$ cat src/rtl/digit_stream_ser.sv
// rtl/digit_stream_ser.sv - paced serializer of a digit snapshot into key tokens with group separators
// Optional feature macro: DIGIT_STREAM_SER_CLEAR_EN (prepends CLEAR_CODE token to every stream)

module digit_stream_ser #(
    parameter int DIGIT_W     = 4,
    parameter int GROUP_LEN   = 5,
    parameter int NUM_GROUPS  = 4,
    parameter int PACE_CYCLES = 250000,
    parameter int MSB_FIRST   = 0,
    parameter int SEP_BASE    = 10,
    parameter int CLEAR_CODE  = 13
) (
    input  logic                                      Clk,
    input  logic                                      Rst_n,
    input  logic                                      Start,
    input  logic                                      Load,
    input  logic [DIGIT_W*GROUP_LEN*NUM_GROUPS-1:0]   Load_Data,
    output logic                                      Key_Flag,
    output logic [DIGIT_W-1:0]                        Key_Value,
    output logic                                      Busy,
    output logic                                      Loaded,
    output logic                                      Stream_Done
);

    localparam int NUM_DIGITS = GROUP_LEN * NUM_GROUPS;
    localparam int CNT_W  = $clog2(PACE_CYCLES);
    localparam int DIDX_W = (NUM_DIGITS > 1) ? $clog2(NUM_DIGITS) : 1;
    localparam int POS_W  = (GROUP_LEN > 1)  ? $clog2(GROUP_LEN)  : 1;
    localparam int GRP_W  = (NUM_GROUPS > 1) ? $clog2(NUM_GROUPS) : 1;

    if ((SEP_BASE + NUM_GROUPS - 2 > 2**DIGIT_W - 1) ||
        (CLEAR_CODE > 2**DIGIT_W - 1) || (PACE_CYCLES < 2)) begin : g_illegal_params
        $error("digit_stream_ser: illegal parameter setting");
    end

    typedef enum logic {S_IDLE, S_RUN} state_t;

    state_t                          state_q;
    logic [CNT_W-1:0]                cnt_q;
    logic [DIDX_W-1:0]               dig_q;
    logic [POS_W-1:0]                pos_q;
    logic [GRP_W-1:0]                grp_q;
    logic                            sep_pend_q;
    logic [DIGIT_W*NUM_DIGITS-1:0]   snap_q;
`ifdef DIGIT_STREAM_SER_CLEAR_EN
    logic                            clr_pend_q;
`endif

    logic [DIDX_W-1:0]  sel_d;
    logic [DIGIT_W-1:0] token_d;
    logic               last_d;
    logic               wrap_d;

    assign Busy   = (state_q == S_RUN);
    assign wrap_d = (cnt_q == CNT_W'(PACE_CYCLES - 1));

    // Token selection: the clear token outranks a pending separator, which outranks the next digit.
    always_comb begin
        sel_d   = (MSB_FIRST != 0) ? (DIDX_W'(NUM_DIGITS - 1) - dig_q) : dig_q;
        token_d = '0;
        for (int i = 0; i < NUM_DIGITS; i++) begin
            if (sel_d == DIDX_W'(i)) token_d = snap_q[i*DIGIT_W +: DIGIT_W];
        end
        last_d = (dig_q == DIDX_W'(NUM_DIGITS - 1));
        if (sep_pend_q) begin
            token_d = DIGIT_W'(SEP_BASE) + DIGIT_W'(grp_q);
            last_d  = 1'b0;
        end
`ifdef DIGIT_STREAM_SER_CLEAR_EN
        if (clr_pend_q) begin
            token_d = DIGIT_W'(CLEAR_CODE);
            last_d  = 1'b0;
        end
`endif
    end

    always_ff @(posedge Clk) begin
        if (!Rst_n) begin
            state_q     <= S_IDLE;
            cnt_q       <= '0;
            dig_q       <= '0;
            pos_q       <= '0;
            grp_q       <= '0;
            sep_pend_q  <= 1'b0;
            snap_q      <= '0;
            Key_Flag    <= 1'b0;
            Key_Value   <= '0;
            Loaded      <= 1'b0;
            Stream_Done <= 1'b0;
`ifdef DIGIT_STREAM_SER_CLEAR_EN
            clr_pend_q  <= 1'b0;
`endif
        end else begin
            Key_Flag    <= 1'b0;
            // Only the final token leaves Key_Flag high while already back in IDLE.
            Stream_Done <= Key_Flag && (state_q == S_IDLE);
            case (state_q)
                S_IDLE: begin
                    if (Load) begin
                        snap_q <= Load_Data;
                        Loaded <= 1'b1;
                    end else if (Start && Loaded) begin
                        state_q    <= S_RUN;
                        cnt_q      <= '0;
                        dig_q      <= '0;
                        pos_q      <= '0;
                        grp_q      <= '0;
                        sep_pend_q <= 1'b0;
`ifdef DIGIT_STREAM_SER_CLEAR_EN
                        clr_pend_q <= 1'b1;
`endif
                    end
                end
                S_RUN: begin
                    if (!wrap_d) begin
                        cnt_q <= cnt_q + 1'b1;
                    end else begin
                        cnt_q     <= '0;
                        Key_Flag  <= 1'b1;
                        Key_Value <= token_d;
`ifdef DIGIT_STREAM_SER_CLEAR_EN
                        if (clr_pend_q) clr_pend_q <= 1'b0; else
`endif
                        if (sep_pend_q) begin
                            sep_pend_q <= 1'b0;
                            grp_q      <= grp_q + 1'b1;
                        end else begin
                            if (last_d) state_q <= S_IDLE;
                            else        dig_q   <= dig_q + 1'b1;
                            if (pos_q == POS_W'(GROUP_LEN - 1)) begin
                                pos_q <= '0;
                                if (!last_d) sep_pend_q <= 1'b1;
                            end else begin
                                pos_q <= pos_q + 1'b1;
                            end
                        end
                    end
                end
                default: state_q <= S_IDLE;
            endcase
        end
    end

endmodule

$ cat config.mk
export PLATFORM = sky130hd
export DESIGN_NAME = digit_stream_ser
export DESIGN_NICKNAME = d
export VERILOG_FILES = /design/src/rtl/digit_stream_ser.sv
export SDC_FILE = /design/constraint.sdc
export NUM_CORES = 1
export LEC_CHECK = 0
export BUFFER_PORTS_ARGS = -buffer_cell sky130_fd_sc_hd__buf_2
export CAP_MARGIN = 30
export CORE_ASPECT_RATIO = 1.5
export CORE_MARGIN = 10
export CORE_UTILIZATION = 38
export CTS_BUF_LIST = sky130_fd_sc_hd__clkbuf_4
export DETAILED_ROUTE_END_ITERATION = 10
export HOLD_SLACK_MARGIN = 0.1
export PLACE_DENSITY_LB_ADDON = 0.1
export SYNTH_ARGS = -nofsm -noshare
export SYNTH_HDL_FRONTEND = slang
export SYNTH_SLANG_ARGS = --single-unit
$ cat constraint.sdc
create_clock -name Clk -period 5.4 [get_ports Clk]
set_clock_uncertainty 0.1 [all_clocks]
set_input_delay 0.27 -clock Clk [delete_from_list [all_inputs] [get_ports Clk]]
set_output_delay 0.27 -clock Clk [all_outputs]
set_load 0.01 [all_outputs]
==> impl_metrics.csv <==
group,metric,value,unit
clocking,cts_tree,"done",
power_and_ir_drop,leakage,2.848,nW
sta,final.period_utilization,0.5192,
sta,tightest_slew,0.9757,ns
sta,fmax,356.7,MHz
synth,synth_edf_count,0,
cells_and_area,nets,994,
synth,ys.warnings.count,0,
sta,slew_headroom,0.3495,
synth,synth_cell_types,63,
sta,rsz0062_at_grt,"no",
detailed_routing,wl_per_cell,15.75,um
global_routing,first_global_vias,5735,
sta,setup_viol,0,
die,start_util,0.3879,
flow_run,drv_cap,0,
die,die_h,169.5,um
setup_path,critPathKind,"flip-flop to flip-flop",
setup_path,worst_ep_required_time,5.73,ns
detailed_routing,drt_first_pass_iters,5,
detailed_routing,ant_nets,0,
global_routing,antenna_found_initial,1,
clocking,cts_buffer_depth,2,
setup_path,startpoint_type,"flip-flop",
place,io_buffers,91,
synth,synth-seq-cells,117,
cells_and_area,num-fill-cells,1492,
clocking,cts_inserted_buffers,17,
setup_path,arrival,3.14,ns
synth,yosys_most_used_dff,"dfxtp_1",
setup_path,crit_fanout,24,
detailed_routing,drt-total-wl,17.49,mm
die,core,14590,sq um
synth,async_reset_ff_frac,0,
hold_path,hp-class,"primary input to flip-flop",
clocking,cts-htree-levels,4,
die,io-pin-count,92,
place,gp_congestion,0.8386,
global_routing,grt_max_degree,93,
synth,syn_nets,850,
detailed_routing,viasPerCell,5.116,
cells_and_area,final_layout_size_suffix_gt1_frac,0.1586,
power_and_ir_drop,seq_power_share,0.532,
sta,finalCriticalPeriod,2.804,ns
power_and_ir_drop,clockPowerShare,0.352,
global_routing,grt_usage,0.1703,
power_and_ir_drop,power_frac_comb,0.116,
detailed_routing,initialDrtViolationCount,323,
power_and_ir_drop,switchingPower,0.0004617,W
die,die_x,119.7,um
synth,seq_area_frac_synth,0.4137,
sta,slew_violations,0,
sta,hold_viol,0,
synth,netlist_area,5662,sq um
synth,synthCells,758,
setup_path,end_kind,"flip-flop",
detailed_routing,drc,0,
sta,fin_tns_setup,0,ns
place,hpwl,12.31,mm
clocking,cts_setup_buffers,0,
detailed_routing,num_vias,5684,
power_and_ir_drop,p_per_area,239.2,nW/um^2
global_routing,overflow,0,
power_and_ir_drop,swShare,0.2650,
clocking,path_clk_slew,0.10,ns
status,outcome,"finished clean",
clocking,numClockSinks,117,
power_and_ir_drop,p_int,0.001280,W
die,rows,54,
clocking,clk-insertion-delay-late,0.51,ns
synth,avgSynthCellArea,7.469,sq um
cells_and_area,area_growth,28.64,%
clocking,cts-root-buf,"clkbuf_4",
global_routing,grt_first_pass_wirelength,28.21,mm
die,die_area,20280,sq um
power_and_ir_drop,ir_drop,135.8,uV
power_and_ir_drop,power,0.001742,W
## per-stage QoR
| step | setup WS, ns | instance area, sq um | hold slack (ns) | std cells | util |
|---|---|---|---|---|---|
| 2_1_floorplan | 2.824 | 5662 | 0.3060 | 758 | - |
| 3_3_place_gp | 2.731 | 6208 | 0.3439 | 998 | 0.4254 |
| 3_5_place_dp | 2.646 | 6208 | 0.3499 | 998 | 0.4254 |
| 4_1_cts | 2.623 | 7281 | 0.1326 | 1110 | 0.4989 |
| 5_1_grt | 2.341 | 7283 | 0.1620 | 1111 | 0.4991 |
| 6_report | 2.596 | 7283 | 0.1878 | 1111 | 0.4991 |
## cell usage after synthesis (all sizes together) (9+ instances only)
master / instances / share of area
nor3: 10 / 0.012
nand2: 210 / 0.14
o21ai: 21 / 0.019
clkbuf: 45 / 0.030
nand3: 13 / 0.011
inv: 21 / 0.014
nor2b: 11 / 0.012
dfxtp: 117 / 0.41
xor2: 10 / 0.015
nand4: 11 / 0.015
a31oi: 9 / 0.0099
nor2: 43 / 0.029
a21oi: 118 / 0.10
## routing by layer
layer,global-route usage,up-vias,routed length (um)
li1,-,2895,-
met1,0.1808,2652,6920
met2,0.3227,114,9769
met3,0.03164,23,504
met4,0.06316,0,299
met5,0,-,0
## final timing paths
check	startpoint	to	slack [ns]	cells after the start
max	dig_q[0]	Key_Value[0]	2.60	8
min reg2reg	snap_q[44]	snap_q[44]	0.36	2
min	Load	snap_q[5]	0.19	4
max reg2reg	dig_q[0]	Key_Value[0]	2.60	8
## critical path: stages, from the launching register on
cell and delay [ns]:
dfxtp_1 0.36, inv_1 0.14, ha_1 0.74, nand4bb_1 0.38
mux2_2 0.32, mux2i_1 0.07, a2111oi_0 0.32, o21ai_0 0.17
a21oi_1 0.14
## cell usage in the layout (no fill, tap or decap), drive strengths merged, types with 3 or more instances in the layout
| master | netlist | final |
|---|---|---|
| inv | 21 | 21 |
| o41ai | 3 | 3 |
| and3 | 7 | 7 |
| and4bb | 3 | 3 |
| xor2 | 10 | 10 |
| and2 | 3 | 3 |
| dfxtp | 117 | 117 |
| nor2b | 11 | 11 |
| a31oi | 9 | 9 |
| buf | 8 | 97 |
| nand4 | 11 | 11 |
| o21ai | 21 | 21 |
| nor4b | 3 | 3 |
| clkinvlp | 0 | 3 |
| xnor2 | 7 | 7 |
| and4 | 4 | 4 |
| nand2 | 210 | 210 |
| clkbuf | 45 | 20 |
| nor2 | 43 | 43 |
| nand2b | 4 | 4 |
| clkinv | 0 | 6 |
| nand3b | 6 | 6 |
| a221oi | 5 | 5 |
| nor3 | 10 | 10 |
| dlygate4sd3 | 0 | 81 |
| nand3 | 13 | 13 |
| ha | 8 | 8 |
| a2111oi | 3 | 3 |
| nor4 | 5 | 5 |
| a21oi | 118 | 118 |
| nor3b | 5 | 5 |
| o211ai | 4 | 4 |
## final cells by class
cell class	instances	area, sq um	share of cell area
repair buffers	178	1311	0.1800
diodes	1	2.502	0.0003436
inverters	21	78.83	0.01082
clock buffers	20	150.1	0.02062
multi-input cells	567	3042	0.4176
well taps	196	245.2	0.03367
clock inverters	11	111.4	0.01529
flip-flops and latches	117	2342	0.3216
## timing repair
item                                    4_1_cts  5_1_grt
endpoints found under the hold margin        90        0
hold buffers                                 81        0
resized for setup                             0        0
endpoints found under the setup margin        0        0
## power groups by stage
stage | logic, W | clock network (W) | registers, W
after floorplan | 0.000101 | 0 | 0.000935
after global placement | 0.000155 | 0 | 0.000947
after detailed placement | 0.000158 | 0 | 0.000947
after CTS | 0.000204 | 0.000636 | 0.000927
after global routing | 0.000228 | 0.000664 | 0.000931
final | 0.000202 | 0.000613 | 0.000927
## cells by family after synthesis
kind of cell / count (synthesis) / share of synthesized area
AO/OA/AOI/OAI: 191 / 0.1969
XOR/XNOR: 17 / 0.02630
adder cells (fa/ha/maj): 8 / 0.01768
buffers and inverters: 74 / 0.05083
flip-flops: 117 / 0.4137
multiplexers: 3 / 0.005746
AND/OR/NAND/NOR: 348 / 0.2888
## flip-flops by register name, summed over array words and instances (netlist names)
| signal | flops |
|---|---|
| Loaded | 1 |
| grp_q | 2 |
| Key_Flag | 1 |
| Stream_Done | 1 |
| snap_q | 80 |
| cnt_q | 18 |
| pos_q | 3 |
| Key_Value | 4 |
| dig_q | 5 |
| sep_pend_q | 1 |
| Busy | 1 |
Power figures use the tool's default switching activity.
